--- src/rtl/tone_scheduler_if.sv ---
// Note submission channel into the tone scheduler.
// The sequencer drives a note and the scheduler answers with ready.
interface tone_scheduler_if #(
    parameter int PERIOD_W = 16,
    parameter int DUR_W    = 16
);
    logic                note_valid;
    logic                note_ready;
    logic [PERIOD_W-1:0] note_period;
    logic [DUR_W-1:0]    note_dur;

    modport master (
        output note_valid,
        output note_period,
        output note_dur,
        input  note_ready
    );

    modport slave (
        input  note_valid,
        input  note_period,
        input  note_dur,
        output note_ready
    );
endinterface

--- src/rtl/tone_scheduler.sv ---
// Plays queued notes: strobes sin_clk at each note's period for its duration
// and pulses phase_rst as every note starts.
module tone_scheduler #(
    parameter int PERIOD_W = 16,
    parameter int DUR_W    = 16,
    parameter int DEPTH    = 4,
    parameter int CNT_W    = 3
) (
    input  logic             clk,
    input  logic             reset,
    tone_scheduler_if.slave  note,
    input  logic             stop,
    output logic             sin_clk,
    output logic             phase_rst,
    output logic             busy,
    output logic [CNT_W-1:0] fifo_count
);

    localparam int PTR_W = $clog2(DEPTH);

    typedef enum logic [1:0] {
        IDLE,
        LOAD,
        PLAY
    } state_e;

    state_e              state_q, state_d;
    logic [PERIOD_W-1:0] period_q, period_d;
    logic [PERIOD_W-1:0] pc_q, pc_d;
    logic [DUR_W-1:0]    dur_cnt_q, dur_cnt_d;
    logic [CNT_W-1:0]    count_q, count_d;
    logic [PTR_W-1:0]    wr_ptr_q, wr_ptr_d;
    logic [PTR_W-1:0]    rd_ptr_q, rd_ptr_d;
    logic [PERIOD_W-1:0] per_mem_q [DEPTH];
    logic [PERIOD_W-1:0] per_mem_d [DEPTH];
    logic [DUR_W-1:0]    dur_mem_q [DEPTH];
    logic [DUR_W-1:0]    dur_mem_d [DEPTH];

    logic             push;
    logic             pop;
    logic [DUR_W-1:0] head_dur;
    logic             at_wrap;

    assign note.note_ready = (count_q < CNT_W'(DEPTH));
    assign fifo_count      = count_q;
    assign busy            = (state_q != IDLE);
    assign phase_rst       = (state_q == LOAD);
    assign at_wrap         = (pc_q == period_q - PERIOD_W'(1));
    assign sin_clk         = (state_q == PLAY) && (period_q != '0) && at_wrap;

    assign push     = note.note_valid && note.note_ready && !stop;
    assign pop      = (state_q == LOAD);
    assign head_dur = dur_mem_q[rd_ptr_q];

    always_comb begin
        state_d   = state_q;
        period_d  = period_q;
        pc_d      = pc_q;
        dur_cnt_d = dur_cnt_q;
        wr_ptr_d  = wr_ptr_q;
        rd_ptr_d  = rd_ptr_q;
        per_mem_d = per_mem_q;
        dur_mem_d = dur_mem_q;
        count_d   = count_q + CNT_W'(push) - CNT_W'(pop);

        if (push) begin
            per_mem_d[wr_ptr_q] = note.note_period;
            dur_mem_d[wr_ptr_q] = note.note_dur;
            wr_ptr_d            = wr_ptr_q + PTR_W'(1);
        end
        if (pop) begin
            rd_ptr_d = rd_ptr_q + PTR_W'(1);
        end

        unique case (state_q)
            IDLE: begin
                if (count_q != '0) begin
                    state_d = LOAD;
                end
            end
            LOAD: begin
                period_d  = per_mem_q[rd_ptr_q];
                dur_cnt_d = (head_dur == '0) ? DUR_W'(1) : head_dur;
                pc_d      = '0;
                state_d   = PLAY;
            end
            PLAY: begin
                dur_cnt_d = dur_cnt_q - DUR_W'(1);
                // A rest keeps pc parked at zero so it never decodes a strobe.
                if (period_q == '0 || at_wrap) begin
                    pc_d = '0;
                end else begin
                    pc_d = pc_q + PERIOD_W'(1);
                end
                if (dur_cnt_q == DUR_W'(1)) begin
                    state_d = (count_q != '0) ? LOAD : IDLE;
                end
            end
            default: begin
                state_d = IDLE;
            end
        endcase

        if (stop) begin
            state_d   = IDLE;
            count_d   = '0;
            wr_ptr_d  = '0;
            rd_ptr_d  = '0;
            pc_d      = '0;
            dur_cnt_d = '0;
            period_d  = '0;
        end
    end

    always_ff @(posedge clk) begin
        if (reset) begin
            state_q   <= IDLE;
            period_q  <= '0;
            pc_q      <= '0;
            dur_cnt_q <= '0;
            count_q   <= '0;
            wr_ptr_q  <= '0;
            rd_ptr_q  <= '0;
        end else begin
            state_q   <= state_d;
            period_q  <= period_d;
            pc_q      <= pc_d;
            dur_cnt_q <= dur_cnt_d;
            count_q   <= count_d;
            wr_ptr_q  <= wr_ptr_d;
            rd_ptr_q  <= rd_ptr_d;
            per_mem_q <= per_mem_d;
            dur_mem_q <= dur_mem_d;
        end
    end

endmodule

--- src/flat_wrapper.sv ---
// flat-port wrapper written by rule: the top's interface ports become plain ports
module tone_scheduler_flat 
#(
    parameter int PERIOD_W = 16,
    parameter int DUR_W    = 16,
    parameter int DEPTH    = 4,
    parameter int CNT_W    = 3
)
  (clk, reset, stop, sin_clk, phase_rst, busy, fifo_count, note_note_valid, note_note_period, note_note_dur, note_note_ready);
  tone_scheduler_if #(.PERIOD_W(PERIOD_W), .DUR_W(DUR_W)) note_i ();
  input  logic clk;
  input  logic reset;
  input  logic stop;
  output logic sin_clk;
  output logic phase_rst;
  output logic busy;
  output logic [CNT_W-1:0] fifo_count;
  input wire logic [$bits(note_i.note_valid)-1:0] note_note_valid;
  input wire logic [$bits(note_i.note_period)-1:0] note_note_period;
  input wire logic [$bits(note_i.note_dur)-1:0] note_note_dur;
  output wire logic [$bits(note_i.note_ready)-1:0] note_note_ready;
  assign note_i.note_valid = note_note_valid;
  assign note_i.note_period = note_note_period;
  assign note_i.note_dur = note_note_dur;
  assign note_note_ready = note_i.note_ready;
  tone_scheduler #(.PERIOD_W(PERIOD_W), .DUR_W(DUR_W), .DEPTH(DEPTH), .CNT_W(CNT_W)) u_core (.clk(clk), .reset(reset), .note(note_i), .stop(stop), .sin_clk(sin_clk), .phase_rst(phase_rst), .busy(busy), .fifo_count(fifo_count));
endmodule
--- config.mk ---
export PLATFORM = sky130hd
export DESIGN_NAME = tone_scheduler_flat
export DESIGN_NICKNAME = d
export VERILOG_FILES = /design/src/rtl/tone_scheduler_if.sv /design/src/rtl/tone_scheduler.sv /design/src/flat_wrapper.sv
export SDC_FILE = /design/constraint.sdc
export NUM_CORES = 1
export LEC_CHECK = 0
export CORE_ASPECT_RATIO = 1.4
export CORE_UTILIZATION = 55
export DETAILED_ROUTE_END_ITERATION = 6
export PLACE_DENSITY = 0.8
export SKIP_LAST_GASP = 1
export SYNTH_ARGS = -nofsm -noshare
export SYNTH_HDL_FRONTEND = slang
export SYNTH_SLANG_ARGS = --single-unit
--- constraint.sdc ---
create_clock -name clk -period 4.9 [get_ports clk]
set_input_delay 0.49 -clock clk [delete_from_list [all_inputs] [get_ports clk]]
set_output_delay 0.49 -clock clk [all_outputs]
set_load 0.05 [all_outputs]
# Word level (Yosys, flattened, before mapping)
# Cells that the tools add are included.
dict set report totals {
  regBits 185
}
dict set report op_classes {
  n_addsub 7
  order_cmp 4
  eq_ne 6
  n_mux 18
  bitwise_logic 3
  n_reduce_logical 17
}
# operator count
set ops {}
lappend ops {{64-bit bitwise mux} 2}
lappend ops {{16-bit 2-to-1 mux} 7}
lappend ops {{16-bit binary-select mux with 2-bit select} 2}
lappend ops {{16-bit case mux with 2 select lines} 2}
lappend ops {{16-bit demux with 2-bit select} 1}
lappend ops {{16-bit logical NOT} 2}
lappend ops {{16-bit by 1-bit subtractor with 16-bit output, second input constant} 2}
lappend ops {{16-bit by 1-bit adder with 16-bit output, second input constant} 1}
lappend ops {{16-bit by 1-bit == test with 1-bit output, second input constant} 1}
lappend ops {{16-bit == test} 1}
lappend ops {{16-bit nonzero test} 1}
lappend ops {{3-bit >= comparator, second input constant} 2}
lappend ops {{2-bit NOT with 3-bit output} 2}
lappend ops {{2-bit case mux with 3 select lines} 1}
lappend ops {{1-bit logical AND} 5}
lappend ops {{2-bit by 1-bit adder with 2-bit output, second input constant} 2}
lappend ops {{2-bit 2-to-1 mux} 2}
lappend ops {{2-bit AND reduction} 2}
lappend ops {{2-bit nonzero test} 2}
lappend ops {{3-bit by 1-bit adder with 3-bit output} 1}
lappend ops {{3-bit by 1-bit < comparator with 1-bit output, second input constant} 1}
lappend ops {{3-bit < comparator, second input constant} 1}
lappend ops {{3-bit nonzero test} 1}
lappend ops {{3-bit by 1-bit subtractor with 3-bit output} 1}
lappend ops {{other kinds (10)} 10}

# Depth between registers and ports, before layout
dict set report depth {
  ltp_word 7
  depth_mapped 11
  depth_no_buf 10
}

# Worst setup path before layout
# No wires, ideal clock.
dict set report synth_timing {
  kind {flip-flop to output port}
  start {register u_core.period_q[4]}
  end {output sin_clk}
  arrival_time_ps 2701
  required_ps 4410
  slack_ps 1709
  path_stages_with_launch 10
  path_buffers 2
  path_cell_list {dfxtp_1 -> buf_6 -> or4_4 -> buf_6 -> nor4_1 -> or3b_2 -> nand3_1 -> nand2_1 -> nor4bb_1 -> o211a_1}
}
dict set report synth_between {
  elab_chain_cells 3
}
# item line
set synth_rtl {}
lappend synth_rtl {{start, declared} tone_scheduler.sv:28} ;# logic [PERIOD_W-1:0] period_q, period_d;
lappend synth_rtl {{start signal, assigned} tone_scheduler.sv:126} ;# period_q <= period_d;
lappend synth_rtl {{16-bit by 1-bit subtractor with 16-bit output / 16-bit nonzero test (equally long branches)} {tone_scheduler.sv:48, tone_scheduler.sv:49}}
lappend synth_rtl {{16-bit == test / 1-bit logical AND (equally long branches)} {tone_scheduler.sv:48, tone_scheduler.sv:49}}
lappend synth_rtl {{1-bit logical AND *} tone_scheduler.sv:49} ;# assign sin_clk = (state_q == PLAY) && (period_q != '0) && at_wrap;
lappend synth_rtl {{end, declared} flat_wrapper.sv:14} ;# output logic sin_clk;
# Mark *: on every way between the ends. The rest lies on a longest branch, timed or not.

# Worst setup path after layout
# Ends and elaborated chain as after synthesis.

==> report_table.html <==
<table>
<tr><th>Metric</th><th>Value</th></tr>
<tr><th colspan="2">Clock network</th></tr>
<tr><td>Clock tree sinks</td><td>185</td></tr>
<tr><td>Clock transition at the registers of the reported paths</td><td>roughly 0.070 ns</td></tr>
<tr><td>Count of buffers added by post-CTS timing repair for setup</td><td>0</td></tr>
<tr><td>TritonCTS clock tree</td><td>yes</td></tr>
<tr><td>Post-CTS Hold Fix Bufs</td><td>0</td></tr>
<tr><td>Post-CTS Resized</td><td>0</td></tr>
<tr><td>Max clock buf depth</td><td>2</td></tr>
<tr><td>Worst-Skew Late Latency</td><td>0.44 ns</td></tr>
<tr><td>Number of buffers created by CTS</td><td>17</td></tr>
<tr><td>Root cell of the clock tree</td><td>sky130_fd_sc_hd__clkbuf_16</td></tr>
<tr><td>Number of H-tree levels</td><td>4</td></tr>
<tr><th colspan="2">Critical path</th></tr>
<tr><td>Number of cells on the critical path</td><td>8</td></tr>
<tr><td>Crit path max fanout</td><td>9</td></tr>
<tr><td>Setup crit end kind</td><td>output pin</td></tr>
<tr><td>Maximum cell stage delay along the critical path</td><td>roughly 0.80 ns</td></tr>
<tr><td>Critical path data arrival time</td><td>3.75 ns</td></tr>
<tr><td>Reg2Reg Depth</td><td>9</td></tr>
<tr><td>Critical Path, Cell by Cell</td><td>or4_4 -&gt; nor4_1 -&gt; or3b_2 -&gt; nand3_1 -&gt; nand2_1 -&gt; nor4bb_1 -&gt; o211a_1 -&gt; clkdlybuf4s50_1</td></tr>
<tr><td>Setup slack of the worst register-to-register path</td><td>around 1.3 ns</td></tr>
<tr><td>Critical Path RT</td><td>roughly 4.4 ns</td></tr>
<tr><td>Endpoint of the worst register-to-register path</td><td>u_core.pc_q[6]</td></tr>
<tr><td>Crit path launch type</td><td>flop</td></tr>
<tr><td>Top Family by Delay on Critical Path</td><td>simple AND/OR/NAND/NOR gates</td></tr>
<tr><td>Startpoint of the most critical register-to-register path</td><td>u_core.period_q[0]</td></tr>
<tr><td>Cell with the largest stage delay on the worst path</td><td>sky130_fd_sc_hd__clkdlybuf4s50_1</td></tr>
<tr><td>Launch point of the worst path</td><td>u_core.period_q[4]</td></tr>
<tr><td>Classification of the worst setup path</td><td>flop to output pin</td></tr>
<tr><td>Worst setup path end</td><td>sin_clk</td></tr>
<tr><td>Buffers &amp; Inverters on Critical Path</td><td>1</td></tr>
<tr><th colspan="2">Routing</th></tr>
<tr><td>Number of vias per cell after detailed routing</td><td>about 6.2</td></tr>
<tr><td>Routed met2 length</td><td>8.580 mm</td></tr>
<tr><td>Drt pass-1 iters</td><td>5</td></tr>
<tr><td>DR top layer</td><td>met4</td></tr>
<tr><td>Final routed wire length divided by cell count</td><td>19.72 um</td></tr>
<tr><td>Total length of routed wires</td><td>~17 mm</td></tr>
<tr><td>Met3 wire length</td><td>833 um</td></tr>
<tr><td>Count of vias placed by the detailed router</td><td>around 5,300</td></tr>
<tr><td>First DRT Iteration DRCs</td><td>~390</td></tr>
<tr><td>Remaining antenna violation count</td><td>0</td></tr>
<tr><td>Routed metal-1 wirelength</td><td>about 7 mm</td></tr>
<tr><td>DRC</td><td>0</td></tr>
<tr><th colspan="2">Logic synthesis</th></tr>
<tr><td>Portion of synthesized cell area occupied by the leading cell type</td><td>0.4616</td></tr>
<tr><td>Post-synth net total</td><td>670</td></tr>
<tr><td>Number of flops mapped to enable cells by yosys</td><td>around 130</td></tr>
<tr><td>Synth warn</td><td>0</td></tr>
<tr><td>Async set or reset register ratio after synthesis</td><td>0</td></tr>
<tr><td>Biggest area consumer among synthesized cells</td><td>sky130_fd_sc_hd__edfxtp_1</td></tr>
<tr><td>Post-synthesis average cell area</td><td>about 13 sq um</td></tr>
<tr><td>Top cell types by occurrence after synthesis</td><td>sky130_fd_sc_hd__edfxtp_1 (128), sky130_fd_sc_hd__dfxtp_1 (57), sky130_fd_sc_hd__nor2_1 (51)</td></tr>
<tr><td>Count leader, synth</td><td>sky130_fd_sc_hd__edfxtp_1</td></tr>
<tr><td>Leading cell types by total area after synthesis</td><td>sky130_fd_sc_hd__edfxtp_1 (46%), sky130_fd_sc_hd__dfxtp_1 (14%), sky130_fd_sc_hd__mux4_2 (8.7%)</td></tr>
<tr><td>Count of mapped cells out of synthesis</td><td>between 600 and 700</td></tr>
<tr><td>Register bit total from synthesis</td><td>roughly 190</td></tr>
<tr><td>Sequential fraction of the synthesis area</td><td>0.5986</td></tr>
<tr><td>Post-synthesis cell area</td><td>roughly 8300 sq um</td></tr>
<tr><td>Dominant synthesized flop cell</td><td>sky130_fd_sc_hd__edfxtp_1</td></tr>
<tr><td>Number of different library cells in the post-synthesis netlist</td><td>62</td></tr>
<tr><th colspan="2">Power and ir drop</th></tr>
<tr><td>Net load switching power</td><td>754.8 uW</td></tr>
<tr><td>Ratio of total power to cell area</td><td>~350 nW/um^2</td></tr>
<tr><td>Worst vdd ir</td><td>roughly 0.0004 V</td></tr>
<tr><td>Static leakage</td><td>3.092 nW</td></tr>
<tr><td>Clock group share of total power</td><td>0.413</td></tr>
<tr><td>Net Sw Frac</td><td>0.2282</td></tr>
<tr><td>Internal portion of total power</td><td>2.553 mW</td></tr>
<tr><td>Sequential share of power</td><td>0.515</td></tr>
<tr><td>Share of total power in combinational logic</td><td>0.072</td></tr>
<tr><td>Total design power</td><td>3.308 mW</td></tr>
<tr><th colspan="2">Layout</th></tr>
<tr><td>Final instance count without filler cells</td><td>852</td></tr>
<tr><td>Layout overhead on the synthesized area</td><td>13.69%</td></tr>
<tr><td>N_diodes</td><td>0</td></tr>
<tr><td>Final Instance Area</td><td>approximately 9500 sq um</td></tr>
<tr><td>Sequential cell area in the final layout</td><td>around 5000 sq um</td></tr>
<tr><td>Filler Cell Count</td><td>between 1,000 and 1,500</td></tr>
<tr><td>Multi-input gate area in the final layout</td><td>between 3000 and 4000 sq um</td></tr>
<tr><td>Layout cells sized above 1</td><td>0.1357</td></tr>
<tr><td>Nets</td><td>about 700</td></tr>
<tr><td>Util after Layout</td><td>0.6467</td></tr>
<tr><th colspan="2">Floorplan</th></tr>
<tr><td>Number of standard-cell rows in the floorplan</td><td>52</td></tr>
<tr><td>Chip height</td><td>around 150 um</td></tr>
<tr><td>Number of placed I/O pins</td><td>43</td></tr>
<tr><td>Horizontal die dimension</td><td>around 110 um</td></tr>
<tr><td>Initial core utilization</td><td>0.5688</td></tr>
<tr><td>Core Area</td><td>approximately 15,000 sq um</td></tr>
<tr><td>Die Footprint</td><td>approximately 16,000 sq um</td></tr>
<tr><th colspan="2">STA</th></tr>
<tr><td>Final worst hold slack</td><td>0.4945 ns</td></tr>
<tr><td>Transition time of the tightest slew-check pin</td><td>a little over 0.9 ns</td></tr>
<tr><td>Setup violators final</td><td>0</td></tr>
<tr><td>Final min period</td><td>approximately 4.2 ns</td></tr>
<tr><td>Total count of max-transition violations in the final report</td><td>0</td></tr>
<tr><td>Final hold vios</td><td>0</td></tr>
<tr><td>Setup TNS Final</td><td>0 ns</td></tr>
<tr><td>Clk_skew</td><td>between 0.01 and 0.015 ns</td></tr>
<tr><td>Setup repair after global routing missed its margin</td><td>no</td></tr>
<tr><td>Worst-case setup margin in the final layout</td><td>~0.66 ns</td></tr>
<tr><td>Worst slew margin relative to its limit</td><td>0.3923</td></tr>
<tr><td>Final clock period utilization by the worst path</td><td>0.8656</td></tr>
<tr><td>Peak Freq</td><td>between 200 and 250 MHz</td></tr>
<tr><th colspan="2">Job</th></tr>
<tr><td>Number of maximum-capacitance violations</td><td>0</td></tr>
<tr><th colspan="2">GRT</th></tr>
<tr><td>Largest net degree at the start of global routing</td><td>43</td></tr>
<tr><td>Via count of the first global-routing pass</td><td>between 5,000 and 6,000</td></tr>
<tr><td>Grt ovf</td><td>0</td></tr>
<tr><td>Total track usage</td><td>0.2273</td></tr>
<tr><td>Wire length of the first global-routing pass</td><td>26.82 mm</td></tr>
<tr><td>Antenna violations before repair</td><td>0</td></tr>
<tr><th colspan="2">Placement</th></tr>
<tr><td>Count of buffers from port buffering</td><td>42</td></tr>
<tr><td>Post-detailed-placement cell area</td><td>between 8000 and 9000 sq um</td></tr>
<tr><td>GPL Wtd Cong</td><td>~0.94</td></tr>
<tr><td>Dpl ws</td><td>between 1 and 1.5 ns</td></tr>
<tr><td>HPWL after detailed placement</td><td>10.82 mm</td></tr>
<tr><td>DP Cell Count</td><td>821</td></tr>
<tr><th colspan="2">Hold path</th></tr>
<tr><td>Min-Delay Path Class</td><td>flop to flop</td></tr>
<tr><th colspan="2">Status</th></tr>
<tr><td>Status</td><td>finished clean</td></tr>
</table>
-- cell families (layout without fill, tap and decap cells) --
kind of cell	Yosys count	after routing	share of synthesized area
xor gates and xnor gates	30	30	0.03155
buffers and inverters	56	101	0.02900
AOI/OAI and AO/OA	79	79	0.08205
and+or+nand+nor	202	202	0.1256
adders and majority gates	16	16	0.02494
muxes	50	50	0.1082
DFF	185	185	0.5986
-- routing by layer --
| metal | vias up | track usage |
|---|---|---|
| met5 | - | 0 |
| met4 | 0 | 0.1236 |
| met3 | 49 | 0.04365 |
| met2 | 189 | 0.3693 |
| met1 | 2592 | 0.2880 |
| li1 | 2420 | - |
-- power by group through the flow --
stage | Combinational [mW] | Clock (mW) | Sequential (mW)
2_1_floorplan | 0.154 | 0 | 1.74
3_3_place_gp | 0.227 | 0 | 1.74
4_1_cts | 0.237 | 1.39 | 1.70
3_5_place_dp | 0.234 | 0 | 1.74
5_1_grt | 0.257 | 1.45 | 1.71
6_report | 0.237 | 1.37 | 1.70
-- sequential cells by signal, indices dropped and copies added (netlist names) --
name and flops:
u_core.fifo_count 3, u_core.dur_cnt_q 16, u_core.state_q 2, u_core.wr_ptr_q 2, u_core.rd_ptr_q 2, u_core.pc_q 16
u_core.dur_mem_q 64, u_core.per_mem_q 64, u_core.period_q 16
-- final cells by class --
class	count	share of cell area
tap	189	0.02498
timing repair buffer	50	0.05075
sequential	185	0.5267
clock inverter	14	0.01718
multi-input combinational	377	0.3275
clock buffer	17	0.04494
inverter	20	0.007930
-- worst register-to-register path, delay by kind of cell (launching register included) --
family / cells / cell delay (ns)
simple gates: 4 / 1.29
fa+ha+maj: 1 / 0.27
compound gates: 3 / 1.43
buf+inv: 1 / 0.11
flops: 1 / 0.38
-- placed cells by master, fill, tap and decap left out, types with 7 or more instances in the layout --
cell / instances
sky130_fd_sc_hd__edfxtp_1: 128
sky130_fd_sc_hd__dfxtp_1: 56
sky130_fd_sc_hd__nor2_1: 51
sky130_fd_sc_hd__nand2_1: 49
sky130_fd_sc_hd__clkdlybuf4s50_1: 42
sky130_fd_sc_hd__mux4_2: 32
sky130_fd_sc_hd__xnor2_1: 22
sky130_fd_sc_hd__nand3_1: 21
sky130_fd_sc_hd__inv_1: 20
sky130_fd_sc_hd__mux2i_1: 18
sky130_fd_sc_hd__a21oi_1: 18
sky130_fd_sc_hd__clkbuf_16: 17
sky130_fd_sc_hd__o21ai_0: 15
sky130_fd_sc_hd__ha_1: 15
sky130_fd_sc_hd__nor3_1: 13
sky130_fd_sc_hd__nor4_1: 13
sky130_fd_sc_hd__and3_1: 10
sky130_fd_sc_hd__xor2_1: 8
sky130_fd_sc_hd__buf_4: 8
sky130_fd_sc_hd__and2_1: 7
-- worst min path at each step --
stage | depth (start not counted) | end | start | slack (ns)
after floorplan | 2 | u_core.dur_cnt_q[15] | u_core.dur_cnt_q[15] | 0.46
after global placement | 2 | u_core.dur_cnt_q[15] | u_core.dur_cnt_q[15] | 0.47
after detailed placement | 2 | u_core.dur_cnt_q[15] | u_core.dur_cnt_q[15] | 0.48
after CTS | 2 | u_core.dur_cnt_q[15] | u_core.dur_cnt_q[15] | 0.49
after global routing | 2 | u_core.dur_cnt_q[15] | u_core.dur_cnt_q[15] | 0.56
final | 2 | u_core.dur_cnt_q[15] | u_core.dur_cnt_q[15] | 0.49
Note: power is estimated with default switching activity, not from simulation.
